## src/rtl/stopwatch_pkg.sv

```systemverilog
// Shared constants, state encodings and helpers for the stopwatch serial reporter.
package stopwatch_pkg;

    localparam logic [7:0] ASCII_COLON      = 8'h3A;
    localparam logic [7:0] ASCII_CR         = 8'h0D;
    localparam logic [7:0] ASCII_LF         = 8'h0A;
    localparam logic [7:0] ASCII_DIGIT_BASE = 8'h30;
    localparam logic [7:0] ASCII_BAD_DIGIT  = 8'h3F;

    // Index of the last byte of "MM:SS\r\n".
    localparam int LINE_LAST_IDX = 6;

    // Integer truncation; callers must keep the result at 2 or more.
    function automatic int calc_clks_per_bit(input int clk_freq_hz, input int baud_rate);
        return clk_freq_hz / baud_rate;
    endfunction

    typedef enum logic [1:0] {
        SEQ_IDLE,
        SEQ_LOAD,
        SEQ_SEND,
        SEQ_WAIT_BYTE
    } seq_state_e;

    typedef enum logic [1:0] {
        TX_IDLE,
        TX_START_BIT,
        TX_DATA,
        TX_STOP_BIT
    } tx_state_e;

    // Non-BCD values are shown as '?' so a corrupted digit is visible on the host.
    function automatic logic [7:0] bcd_to_ascii(input logic [3:0] digit);
        if (digit <= 4'd9) begin
            return ASCII_DIGIT_BASE + {4'h0, digit};
        end
        return ASCII_BAD_DIGIT;
    endfunction

endpackage

```

## src/rtl/uart_tx_byte.sv

```systemverilog
// 8N1 byte transmitter: start bit, 8 data bits LSB first, one stop bit.
//
// state        | meaning
// -------------+-------------------------------------------------
// TX_IDLE      | line high, waiting for send
// TX_START_BIT | driving the low start bit
// TX_DATA      | shifting out data bits, bit_q counts 0..7
// TX_STOP_BIT  | driving the high stop bit, done on its last cycle
module uart_tx_byte
    import stopwatch_pkg::*;
#(
    parameter int CLKS_PER_BIT = 868
) (
    input  logic       clk,
    input  logic       rst_n,
    input  logic       send,
    input  logic [7:0] data,
    output logic       tx,
    output logic       done,
    output logic       ready
);

    localparam int BAUD_W = (CLKS_PER_BIT > 1) ? $clog2(CLKS_PER_BIT) : 1;
    localparam logic [BAUD_W-1:0] BAUD_LAST = BAUD_W'(CLKS_PER_BIT - 1);

    tx_state_e         state_q, state_d;
    logic [BAUD_W-1:0] baud_q, baud_d;
    logic [2:0]        bit_q, bit_d;
    logic [7:0]        shreg_q, shreg_d;
    logic              tx_q, tx_d;
    logic              bit_end;

    assign bit_end = (baud_q == BAUD_LAST);
    assign tx      = tx_q;
    assign ready   = (state_q == TX_IDLE);

    // State, counters and the registered line output.
    always_ff @(posedge clk) begin
        if (!rst_n) begin
            state_q <= TX_IDLE;
            baud_q  <= '0;
            bit_q   <= '0;
            shreg_q <= '0;
            tx_q    <= 1'b1;
        end else begin
            state_q <= state_d;
            baud_q  <= baud_d;
            bit_q   <= bit_d;
            shreg_q <= shreg_d;
            tx_q    <= tx_d;
        end
    end

    // Next-state logic; the baud counter restarts at every byte so there is no drift.
    always_comb begin
        state_d = state_q;
        baud_d  = baud_q;
        bit_d   = bit_q;
        shreg_d = shreg_q;
        tx_d    = tx_q;
        done    = 1'b0;

        if (state_q != TX_IDLE) begin
            baud_d = bit_end ? '0 : baud_q + BAUD_W'(1);
        end

        case (state_q)
            TX_IDLE: begin
                baud_d = '0;
                tx_d   = 1'b1;
                if (send) begin
                    shreg_d = data;
                    tx_d    = 1'b0;
                    state_d = TX_START_BIT;
                end
            end
            TX_START_BIT: begin
                if (bit_end) begin
                    bit_d   = '0;
                    tx_d    = shreg_q[0];
                    state_d = TX_DATA;
                end
            end
            TX_DATA: begin
                if (bit_end) begin
                    if (bit_q == 3'd7) begin
                        tx_d    = 1'b1;
                        state_d = TX_STOP_BIT;
                    end else begin
                        bit_d   = bit_q + 3'd1;
                        shreg_d = {1'b0, shreg_q[7:1]};
                        tx_d    = shreg_q[1];
                    end
                end
            end
            TX_STOP_BIT: begin
                if (bit_end) begin
                    done    = 1'b1;
                    state_d = TX_IDLE;
                end
            end
            default: begin
                state_d = TX_IDLE;
            end
        endcase
    end

endmodule

```

## src/rtl/time_uart_reporter.sv

```systemverilog
// Sends the latched MM:SS digits as one "MM:SS\r\n" line over UART per start request.
//
// state         | meaning
// --------------+--------------------------------------------------
// SEQ_IDLE      | waiting for start, snapshot taken on acceptance
// SEQ_LOAD      | registering the byte at the current index
// SEQ_SEND      | one-cycle send pulse to the byte transmitter
// SEQ_WAIT_BYTE | waiting for done, then next index or back to idle
module time_uart_reporter
    import stopwatch_pkg::*;
#(
    parameter int CLK_FREQ_HZ = 100_000_000,
    parameter int BAUD_RATE   = 115_200
) (
    input  logic       clk,
    input  logic       rst_n,
    input  logic       start,
    input  logic [3:0] minutes_10,
    input  logic [3:0] minutes_1,
    input  logic [3:0] seconds_10,
    input  logic [3:0] seconds_1,
    output logic       usb_tx,
    output logic       busy
);

    localparam int CLKS_PER_BIT = calc_clks_per_bit(CLK_FREQ_HZ, BAUD_RATE);

    seq_state_e  state_q, state_d;
    logic [2:0]  idx_q, idx_d;
    logic [15:0] snap_q, snap_d;
    logic [7:0]  byte_q, byte_d;
    logic        busy_q;
    logic [7:0]  line_byte;
    logic        send;
    logic        tx_done;
    logic        tx_ready;

    assign busy = busy_q;

    uart_tx_byte #(
        .CLKS_PER_BIT(CLKS_PER_BIT)
    ) u_tx (
        .clk  (clk),
        .rst_n(rst_n),
        .send (send),
        .data (byte_q),
        .tx   (usb_tx),
        .done (tx_done),
        .ready(tx_ready)
    );

    // Character at the current line index, taken from the snapshot only.
    always_comb begin
        line_byte = ASCII_LF;
        case (idx_q)
            3'd0:    line_byte = bcd_to_ascii(snap_q[15:12]);
            3'd1:    line_byte = bcd_to_ascii(snap_q[11:8]);
            3'd2:    line_byte = ASCII_COLON;
            3'd3:    line_byte = bcd_to_ascii(snap_q[7:4]);
            3'd4:    line_byte = bcd_to_ascii(snap_q[3:0]);
            3'd5:    line_byte = ASCII_CR;
            default: line_byte = ASCII_LF;
        endcase
    end

    // Sequencer registers; busy lags the state by one cycle so it stays up
    // through the cycle after the final done.
    always_ff @(posedge clk) begin
        if (!rst_n) begin
            state_q <= SEQ_IDLE;
            idx_q   <= '0;
            snap_q  <= '0;
            byte_q  <= '0;
            busy_q  <= 1'b0;
        end else begin
            state_q <= state_d;
            idx_q   <= idx_d;
            snap_q  <= snap_d;
            byte_q  <= byte_d;
            busy_q  <= (state_q != SEQ_IDLE);
        end
    end

    // Sequencer next state; start is only honoured once busy has dropped,
    // so a request on the cycle busy falls is discarded.
    always_comb begin
        state_d = state_q;
        idx_d   = idx_q;
        snap_d  = snap_q;
        byte_d  = byte_q;
        send    = 1'b0;

        case (state_q)
            SEQ_IDLE: begin
                if (start && !busy_q) begin
                    snap_d  = {minutes_10, minutes_1, seconds_10, seconds_1};
                    state_d = SEQ_LOAD;
                end
            end
            SEQ_LOAD: begin
                byte_d  = line_byte;
                state_d = SEQ_SEND;
            end
            SEQ_SEND: begin
                if (tx_ready) begin
                    send    = 1'b1;
                    state_d = SEQ_WAIT_BYTE;
                end
            end
            SEQ_WAIT_BYTE: begin
                if (tx_done) begin
                    if (idx_q == 3'(LINE_LAST_IDX)) begin
                        idx_d   = '0;
                        state_d = SEQ_IDLE;
                    end else begin
                        idx_d   = idx_q + 3'd1;
                        state_d = SEQ_LOAD;
                    end
                end
            end
            default: begin
                state_d = SEQ_IDLE;
            end
        endcase
    end

endmodule

```

## config.mk

```make
export PLATFORM = sky130hd
export DESIGN_NAME = time_uart_reporter
export DESIGN_NICKNAME = d
export VERILOG_FILES = /design/src/rtl/stopwatch_pkg.sv /design/src/rtl/uart_tx_byte.sv /design/src/rtl/time_uart_reporter.sv
export SDC_FILE = /design/constraint.sdc
export NUM_CORES = 1
export LEC_CHECK = 0
export ABC_AREA = 1
export BUFFER_PORTS_ARGS = -buffer_cell sky130_fd_sc_hd__buf_2
export CAP_MARGIN = 30
export CORE_MARGIN = 2
export CORE_UTILIZATION = 51
export DETAILED_ROUTE_END_ITERATION = 10
export PLACE_DENSITY = 0.7
export SYNTH_ARGS = -nofsm -noshare
export SYNTH_HDL_FRONTEND = slang
export SYNTH_SLANG_ARGS = --single-unit
export TNS_END_PERCENT = 50
```

## constraint.sdc

```tcl
create_clock -name clk -period 1.8 [get_ports clk]
set_clock_uncertainty 0.15 [all_clocks]
set_input_delay 0.27 -clock clk [delete_from_list [all_inputs] [get_ports clk]]
set_output_delay 0.27 -clock clk [all_outputs]
set_load 0.05 [all_outputs]
```

==> flow_summary.json <==
{
  "min_period_over_period_pct": 93.6,
  "drt_first_pass_iters": 4,
  "wire_per_inst_um": 10.7,
  "p_leak_uw": 0.00127,
  "maxCapViolations": 0,
  "chipWidth_um": 74.6,
  "drt_iter0_markers": 61,
  "post_cts_buffers": 0,
  "rows": 25,
  "grt_antenna_before_repair": 0,
  "port_buffers": 20,
  "start_util_pct": 53.5,
  "worst_setup_path_start_kind": "register",
  "synth_warnings": 0,
  "drc_errors": 0,
  "max-slew-margin-rel_pct": 78.9,
  "ys_ff_latch": 49,
  "grt_overflow": 0,
  "num_io_pins": 21,
  "drv_slew": 0,
  "dp_slack_ns": 0.0523,
  "synthFlopType": "dfxtp_1",
  "syn-cell-area_um2": 2540,
  "finalHoldViolCount": 0,
  "cp-end-kind": "register",
  "final.min_clock_period_ns": 1.68,
  "dieArea_um2": 5570,
  "slowest_delay_ns": 0.40,
  "cts-root-buf": "clkbuf_8",
  "holdBufCountCts": 0,
  "grtUsageTotal_pct": 19.2,
  "gp_congestion": 0.862,
  "coreArea_um2": 4750,
  "postRouteAntennaNets": 0,
  "synth.distinct_cells": 31,
  "cpMaxStageDelayCell": "dfxtp_1",
  "diodes": 0,
  "cts_buffers": 5,
  "grt_pass1_vias": 1941,
  "synth_cells": 358,
  "hold_ws_ns": 0.0953,
  "drive_gt1_share_pct": 16.1,
  "worstMarginPinSlew_ns": 0.316,
  "htreeDepth": 2,
  "cp_cell_sequence": "inv_1, ha_1, inv_2, or2_1, o21ai_2, inv_1, nand3_2, nand2_1, nand2_1, nor2_1",
  "setup_ws_ns": 0.116,
  "drt_wl_total_um": 4850,
  "setup_viol": 0,
  "p_per_area_nw_per_um2": 1200,
  "area_delta_synth_final_pct": 12.1,
  "grt_pass1_wl_um": 8290,
  "vias": 2193,
  "synth_edf_count": 0,
  "cts_tree": "built",
  "path_buf_inv": 3,
  "crit_fanout": 4,
  "crit_type": "reg -> reg",
  "grt_max_degree": 33,
  "async_flop_share_pct": 0,
  "synth-seq-area-share_pct": 38.5,
  "syn_avg_cell_area_um2": 7.11,
  "worstPathRequired_ns": 1.89,
  "routed_via_density": 4.85,
  "mostFrequentLayoutCell": "nand2_1",
  "hp-class": "in -> reg",
  "nNetsFinal": 416,
  "cts_resized": 0,
  "max_freq_ghz": 0.594,
  "clockBufferDepth": 2,
  "ir_worst_vdd_mv": 0.917,
  "path_clk_slew_ns": 0.08,
  "hpwl_um": 3630,
  "r2r_slack_ns": 0.12,
  "final_cell_mix": "73 x nand2_1, 49 x dfxtp_1, 45 x a21oi_1, 43 x inv_1, 36 x o21ai_0",
  "cp_data_arrival_time_ns": 1.77,
  "syn_nets": 390,
  "cts_sinks": 49,
  "status": "complete, no violations",
  "clk_latency_ns": 0.30,
  "crit_family": "simple AND/OR/NAND/NOR gates",
  "die_h_um": 74.6
}
-- worst paths after layout --
| path | from | endpoint | cells past startpoint |
|---|---|---|---|
| worst min-delay path | minutes_1[0] | snap_q[8] | 3 |
| worst min register to register | u_tx.baud_q[0] | u_tx.baud_q[0] | 1 |
| worst max-delay path | u_tx.state_q[1] | u_tx.state_q[1] | 10 |
| worst max register to register | u_tx.state_q[1] | u_tx.state_q[1] | 10 |
-- final cells by class --
type                       instances  area [um^2]
clock buffer                       8         80.1
fill                             459         1900
inverter                          51          191
multi-input combinational        248         1340
sequential                        49          981
tap                               67         83.8
timing repair buffer              29          180
-- stage by stage --
step	util [%]	instance area, um^2	setup TNS, ns	total power (uW)	std cells
detailed placement	57.8	2750	0	2820	444
CTS	59.5	2830	0	3440	452
global placement	57.8	2750	0	2800	444
finish	60.0	2850	0	3440	452
floorplan	-	2540	0	2500	358
global route	60.0	2850	-0.00650	3700	452
-- power by group --
part / switching (uW) / internal (uW)
Sequential: 138 / 1320
Combinational: 844 / 511
Clock: 348 / 277
Total: 1330 / 2110
-- flip-flops by register name (all words and copies together) (netlist names) --
| name | flops |
|---|---|
| busy | 1 |
| byte_q | 5 |
| idx_q | 3 |
| snap_q | 16 |
| state_q | 2 |
| u_tx.baud_q | 10 |
| u_tx.bit_q | 3 |
| u_tx.shreg_q | 6 |
| u_tx.state_q | 2 |
| u_tx.tx | 1 |
-- logic make-up (layout without fill, tap and decap cells) --
| group | count (synthesis) | count (layout) | share of synthesized area [%] |
|---|---|---|---|
| xor gates and xnor gates | 2 | 2 | 0.688 |
| buffers and inverters | 61 | 88 | 9.83 |
| and+or+nand+nor | 146 | 146 | 26.9 |
| adders and majority gates | 13 | 13 | 6.39 |
| AOI/OAI and AO/OA | 87 | 87 | 17.7 |
| DFF | 49 | 49 | 38.5 |
-- routing by layer --
metal / GRT usage [%] / routed length (um)
met2: 28.6 / 2060
met4: 6.94 / 59
met3: 3.61 / 129
met1: 27.7 / 2600
met5: 0 / 0
-- cells in the mapped netlist, types with 3 or more instances --
cell type / number / share of area [%]
nand2_1: 75 / 11
dfxtp_1: 49 / 39
a21oi_1: 45 / 8.8
inv_1: 44 / 6.5
o21ai_0: 36 / 7.1
nor2_1: 33 / 4.9
ha_1: 13 / 6.4
nand3_1: 9 / 1.8
nand4_1: 8 / 2.0
inv_2: 7 / 1.0
clkbuf_1: 5 / 0.74
nor3_1: 5 / 0.98
nor2_4: 4 / 1.8
nor2_2: 3 / 0.74
-- worst min-delay path: stages --
cell     delay (ns)
buf_2          0.07
o21ai_0        0.07
a21oi_1        0.10
Note: power is estimated with default switching activity, not from simulation.
